`src/rtl/pipeline_hazard_ctrl.sv`:
```
// Hazard/redirect sequencing for the 5-stage pipeline, with a debug halt/drain/step FSM
// and saturating stall/flush performance counters.
module pipeline_hazard_ctrl #(
  parameter int unsigned CNT_W        = 32,
  parameter int unsigned DRAIN_CYCLES = 4
) (
  input  logic             clk,
  input  logic             reset,
  input  logic             idex_memread,
  input  logic [4:0]       idex_rd,
  input  logic [4:0]       ifid_rs1,
  input  logic [4:0]       ifid_rs2,
  input  logic             ifid_use_rs1,
  input  logic             ifid_use_rs2,
  input  logic             exmem_br_taken,
  input  logic             halt_req,
  input  logic             step_req,
  output logic             pc_write,
  output logic             ifid_write,
  output logic             idex_bubble,
  output logic             flush_ifid,
  output logic             flush_idex,
  output logic             flush_exmem,
  output logic             halted,
  output logic [CNT_W-1:0] stall_count,
  output logic [CNT_W-1:0] flush_count
);

  localparam logic [1:0] StRun    = 2'd0;
  localparam logic [1:0] StDrain  = 2'd1;
  localparam logic [1:0] StHalted = 2'd2;
  localparam logic [1:0] StStep   = 2'd3;

  localparam int unsigned DW = (DRAIN_CYCLES > 1) ? $clog2(DRAIN_CYCLES) : 1;
  localparam logic [DW-1:0] DrainInit = DW'(DRAIN_CYCLES - 1);

  logic [1:0]       state_q, state_d;
  logic [DW-1:0]    drain_cnt_q, drain_cnt_d;
  logic             step_prev_q;
  logic [CNT_W-1:0] stall_count_q, flush_count_q;

  logic lu, active, stall, step_edge;

  assign lu = idex_memread && (idex_rd != 5'd0) &&
              ((ifid_use_rs1 && (idex_rd == ifid_rs1)) ||
               (ifid_use_rs2 && (idex_rd == ifid_rs2)));

  assign active    = (state_q == StRun) || (state_q == StStep);
  // A taken redirect overrides the load-use stall for that cycle.
  assign stall     = active && lu && !exmem_br_taken;
  assign step_edge = step_req && !step_prev_q;

  always_comb begin
    state_d     = state_q;
    drain_cnt_d = drain_cnt_q;
    case (state_q)
      StRun: begin
        if (halt_req) begin
          state_d     = StDrain;
          drain_cnt_d = DrainInit;
        end
      end
      StDrain: begin
        if (!halt_req) begin
          state_d = StRun;
        end else if (drain_cnt_q == '0) begin
          state_d = StHalted;
        end else begin
          drain_cnt_d = drain_cnt_q - 1'b1;
        end
      end
      StHalted: begin
        if (!halt_req) begin
          state_d = StRun;
        end else if (step_edge) begin
          state_d = StStep;
        end
      end
      default: begin
        // Hold STEP until the stepped instruction has actually issued.
        if (!stall) begin
          state_d     = StDrain;
          drain_cnt_d = DrainInit;
        end
      end
    endcase
  end

  always_ff @(posedge clk or negedge reset) begin
    if (!reset) begin
      state_q       <= StRun;
      drain_cnt_q   <= '0;
      step_prev_q   <= 1'b0;
      stall_count_q <= '0;
      flush_count_q <= '0;
    end else begin
      state_q     <= state_d;
      drain_cnt_q <= drain_cnt_d;
      step_prev_q <= step_req;
      if (stall && (stall_count_q != '1)) begin
        stall_count_q <= stall_count_q + CNT_W'(1);
      end
      if (exmem_br_taken && (flush_count_q != '1)) begin
        flush_count_q <= flush_count_q + CNT_W'(1);
      end
    end
  end

  // Outputs are forced quiet while reset is held.
  assign pc_write    = reset && (exmem_br_taken || (active && !stall));
  assign ifid_write  = reset && active && !stall;
  assign idex_bubble = reset && (!active || stall);
  assign flush_ifid  = reset && exmem_br_taken;
  assign flush_idex  = reset && exmem_br_taken;
  assign flush_exmem = reset && exmem_br_taken;
  assign halted      = (state_q == StHalted);
  assign stall_count = stall_count_q;
  assign flush_count = flush_count_q;

endmodule
```
`config.mk`:
```
export PLATFORM = sky130hd
export DESIGN_NAME = pipeline_hazard_ctrl
export DESIGN_NICKNAME = d
export VERILOG_FILES = /design/src/rtl/pipeline_hazard_ctrl.sv
export SDC_FILE = /design/constraint.sdc
export NUM_CORES = 1
export LEC_CHECK = 0
export BUFFER_PORTS_ARGS = -buffer_cell sky130_fd_sc_hd__buf_2
export CAP_MARGIN = 20
export CORE_MARGIN = 5
export CORE_UTILIZATION = 24
export DETAILED_ROUTE_END_ITERATION = 6
export SLEW_MARGIN = 20
export SYNTH_ARGS = -nofsm -noshare
export SYNTH_HDL_FRONTEND = slang
export SYNTH_SLANG_ARGS = --single-unit
```
`constraint.sdc`:
```
create_clock -name clk -period 6.96 [get_ports clk]
set_input_delay 1.392 -clock clk [delete_from_list [all_inputs] [get_ports clk]]
set_output_delay 1.392 -clock clk [all_outputs]
set_load 0.01 [all_outputs]
```
=== Word level (Yosys, flattened, before mapping) ===
Index checks and enable logic that the tools add are counted.

* $lt $le $gt $ge: 0
* Eq/ne operators: 14
* Reductions and logical operators: 28
* Bitwise operators: 1
* Add/subtract/negate cells: 3
* Shift operators: 0
* Multiplexer cells: 12
* Multiply operators: 0
* Div/mod/pow operators: 0

{| class="wikitable"
|+ Operators by type and width
! kind !! count
|-
| $add 32x1->32 const B || 2
|-
| $ne 32x32->1 const B || 2
|-
| $mux 2 || 10
|-
| $logic_and 1x1->1 || 15
|-
| $pmux 2 s3 || 2
|-
| $eq 5x5->1 || 2
|-
| $ne 2x2->1 const B || 3
|-
| $reduce_and 5->1 || 1
|-
| $reduce_bool 5->1 || 1
|-
| $eq 2x2->1 const B || 2
|-
| $logic_not 1->1 || 4
|-
| $logic_not 2->1 || 2
|-
| $logic_or 1x1->1 || 4
|-
| $ne 4x2->1 const B || 1
|-
| $reduce_and 4->1 || 1
|-
| $ne 3x1->1 const B || 1
|-
| $ne 3x2->1 const B || 1
|-
| $ne 3x3->1 const B || 1
|-
| $eq 2x1->1 const B || 1
|-
| $sub 2x1->2 const B || 1
|-
| $not 1->1 || 1
|}

* Logic and storage cells: 63
* Bits in registers: 69
* Output and inout port bits: 71
* RAM bits: 0
* Input bits: 23
* Memory bits (read-only): 0
* Memories: 0
* Latch bits: 0

=== Logic depth before layout (Yosys ltp) ===
* Depth in word-level cells: 10
* Depth in mapped cells: 8
* Depth with buffers taken out: 8

=== Worst setup path before layout ===
Ideal clock, no wire load.

* Path type: input to output
* Start point: input port idex_rd[1]
* End point: output port pc_write
* Stages on the path: 5
* Required time: 5568 ps
* Arrival: 2963 ps
* Setup slack: 2605 ps
* Buffers on the path: 0
* Cells stage by stage: or4_1 -> o211ai_4 -> nor2_2 -> nor3b_1 -> or2_2

* Longest elaborated chain between the ends: 10
* Elaborated cells on any way between the ends: 14
* Classes of those cells: eq/ne: 2; reduce/logical: 12

{| class="wikitable"
|+ Ends and longest elaborated chain
! element !! RTL line !! source
|-
| start: declaration || 10 || <nowiki>input logic [4:0] idex_rd,</nowiki>
|-
| $eq 5x5->1, on equally long branches || 45, 46 ||
|-
| $logic_and 1x1->1, on equally long branches || 45, 46 ||
|-
| $logic_or 1x1->1 || 45 || <nowiki>((ifid_use_rs1 && (idex_rd == ifid_rs1)) ||</nowiki>
|-
| $logic_and 1x1->1 (*) || 44 || <nowiki>assign lu = idex_memread && (idex_rd != 5'd0) &&</nowiki>
|-
| $logic_and 1x1->1 (*) (2 in a row) || 50 || <nowiki>assign stall = active && lu && !exmem_br_taken;</nowiki>
|-
| $logic_not 1->1 (*) || 110 || <nowiki>assign pc_write = reset && (exmem_br_taken || (active && !stall));</nowiki>
|-
| $logic_and 1x1->1 (*) || 110 ||
|-
| $logic_or 1x1->1 (*) || 110 ||
|-
| $logic_and 1x1->1 (*) || 110 ||
|-
| end: declaration || 18 || <nowiki>output logic pc_write,</nowiki>
|}

Every way passes the cells marked *; elsewhere a longest branch is shown, timed or not.

=== Worst setup path after layout ===
* Start point: input port idex_rd[0]
* End point: output port pc_write

Same word-level chain as after synthesis.

==> run summary <==
Status = finished clean
Post-synth EDFFs = 0
Area occupied by multi-input gates = 1790 um2
CP top delay family = simple AND/OR/NAND/NOR gates
Core area = 14600 um2
# nets final = 473
Power Total = 1.21 mW
Yosys warns = 0
Pwr dens = 266 nW/um2
Sequential fraction of the synthesis area = 48.3%
Via density per instance = 4.63
WP buf/inv = 2
# IOs = 94
Post-synth cell types = 45
Relative slew slack = 49.3%
Global-route wire length before repair = 15500 um
Sequential Area = 1730 um2
Least-Margin Pin Slew = 761 ps
Final Hold Fails = 0
Post-CTS Setup Repair Bufs = 0
Max Used Layer = met4
Num Clock Sinks = 69
CTS Buffer Depth = 2
Final Setup Violations = 0
Max-Cap Viols = 0
Worst Skew = 7.39 ps
Gp weighted congestion = 0.797
Cts-stage hold buffer count = 0
Crit path largest cell delay = 550 ps
Hold crit path type = flop to flop
Initial DRC Count = 127
PortBufs = 93
Largest area contributor in the netlist = dfrtp_1
Largest net degree at the start of global routing = 59
Commonest non-fill, non-tap cell in the layout = buf_2
Data required, critical path = 5570 ps
Vias in the first global route = 3089
Crit path max-delay cell type = nor2_2
Avg Cell Area, Syn = 10.4 um2
Metal-1 WL = 4150 um
Crit start category = input port
VDD IR max = 0.174 mV
Row cnt = 44
Worst Path Class, Setup = input port to output port
Gr ovfl total = 0
TritonCTS clock tree = done
Ratio of cells with drive above 1 in the final layout = 27.2%
Netlist Area Pre-Place = 3580 um2
WL met2 = 4320 um
Main synth FF type = dfrtp_1
Die height = 132 um
RSZ-0062 raised after global routing = false
Htree depth = 3
Area contributors post-synth = dfrtp_1 (48%), xnor2_1 (12%), xor2_1 (5.6%)
Clk Tree Root Cell = clkbuf_16
Pins Over Slew Limit = 0
Pre-antenna DRT Iters = 4
Met3 routed WL = 656 um
Total CTS buffers = 9
Crit Path Max Fanout = 14
DRC = 0
Fillcell total = 1512
Post-synth ARST share = 100%
Critical path arrival = 3420 ps
DIE AREA = 17400 um2
Die Wd = 132 um
Post-Syn Nets = 374
Routed WL = 9210 um
Clk slew on worst S/H paths = 60 ps
All-Layer GR Usage = 10.8%
Cell Chain, Critical Path = buf_2, xor2_1, nor4_1, a32oi_2, nor2_2, nor3b_1, or2_2, buf_2
Area delta synth->final = 27.5%
Most frequent cells in the layout = buf_2 (93), dfrtp_1 (69), xnor2_1 (48)
Initial core utilization = 24.5%
LEAKAGE = 2.19 nW
Mapped Cells = 345
Average routed wire per standard cell = 14.6 um
Post-cts resize count = 0
Top-area cell type share of the netlist area = 48.3%
ANT cells = 0
DP HPWL = 7060 um
Critical Path Sink Type = output port
Synthesized flop and latch total = 69
F_max = 208 MHz
Crit share post-route = 69.2%
Clock latency on the worst-skew pair = 330 ps
Crit path top cell by count = buf_2
Final setup TNS = 0 ps
Via count = 2933
Tmin final = 4820 ps
Antenna violations before repair = 0
Antenna Nets Post-Route = 0
-- per-layer routing --
layer	track usage (%)	up-vias
met5	0	-
met4	3.31	0
met3	3.85	10
met2	17.3	91
met1	13.7	1433
li1	-	1399
-- synthesized netlist by cell type, types with 2 or more instances --
cell type	number
dfrtp_1	69
xnor2_1	48
nand2_1	36
nand3_1	27
nor2_1	23
xor2_1	23
nand4_1	21
and3_1	13
inv_1	9
nor3_1	8
and2_1	7
and4_1	7
ha_1	6
a21oi_1	4
o21ai_0	4
clkbuf_1	3
nor4_1	3
buf_4	2
mux2_2	2
nand4b_1	2
nor3b_1	2
nor4_4	2
or2_2	2
-- report_power, final --
part | switching (mW) | internal, mW | leakage, nW | total [mW]
clock | 0.172 | 0.306 | 0.152 | 0.478
combinational | 0.140 | 0.109 | 1.11 | 0.249
sequential | 0.0448 | 0.442 | 0.928 | 0.487
total | 0.357 | 0.857 | 2.19 | 1.21
-- metrics by stage --
stage	utilization (%)	std cells	area, um2	hold WS [ps]	setup WS [ps]
CTS	31.3	633	4560	492	2090
detailed placement	29.1	617	4250	479	2090
global placement	29.1	617	4250	459	2120
finish	31.3	633	4560	495	2140
floorplan	-	345	3580	448	2610
global route	31.3	633	4560	514	1970
-- path summary, 6_finish.rpt --
kind	end	depth (start not counted)	start	slack (ps)
max in group asynchronous	stall_count[23]$_DFFE_PN0P_	2	reset	4940
max reg2reg	stall_count[30]$_DFFE_PN0P_	7	state_q[0]$_DFFE_PN0P_	4830
min in group asynchronous	state_q[0]$_DFFE_PN0P_	1	reset	960
max	pc_write	8	idex_rd[0]	2140
min	drain_cnt_q[0]$_DFFE_PN0P_	2	drain_cnt_q[0]$_DFFE_PN0P_	490
min reg2reg	drain_cnt_q[0]$_DFFE_PN0P_	2	drain_cnt_q[0]$_DFFE_PN0P_	490
-- cells by family after synthesis --
kind of cell | Yosys count | synth area share, %
xor gates and xnor gates | 71 | 17.4
AOI/OAI and AO/OA | 20 | 4.44
DFF | 69 | 48.3
adders and majority gates | 6 | 2.10
buffers and inverters | 15 | 1.82
muxes | 3 | 0.909
and+or+nand+nor | 161 | 25.1
-- sequential cells by signal, summed over array words and instances (netlist names) --
register,flops
flush_count,32
stall_count,32
drain_cnt_q,2
state_q,2
step_prev_q,1
-- cell type report --
type                       count  share of cell area (%)
sequential                    69                    37.8
clock inverter                 3                   0.933
clock buffer                  13                    5.92
multi-input combinational    261                    39.1
inverter                       9                   0.741
timing repair buffer          94                    10.4
tap                          184                    5.05
-- tightest hold or removal path, stage by stage (launching register included) --
cell,delay [ps]
dfrtp_1,340
nand2_1,50
o21ai_0,70
Power figures use the tool's default switching activity.
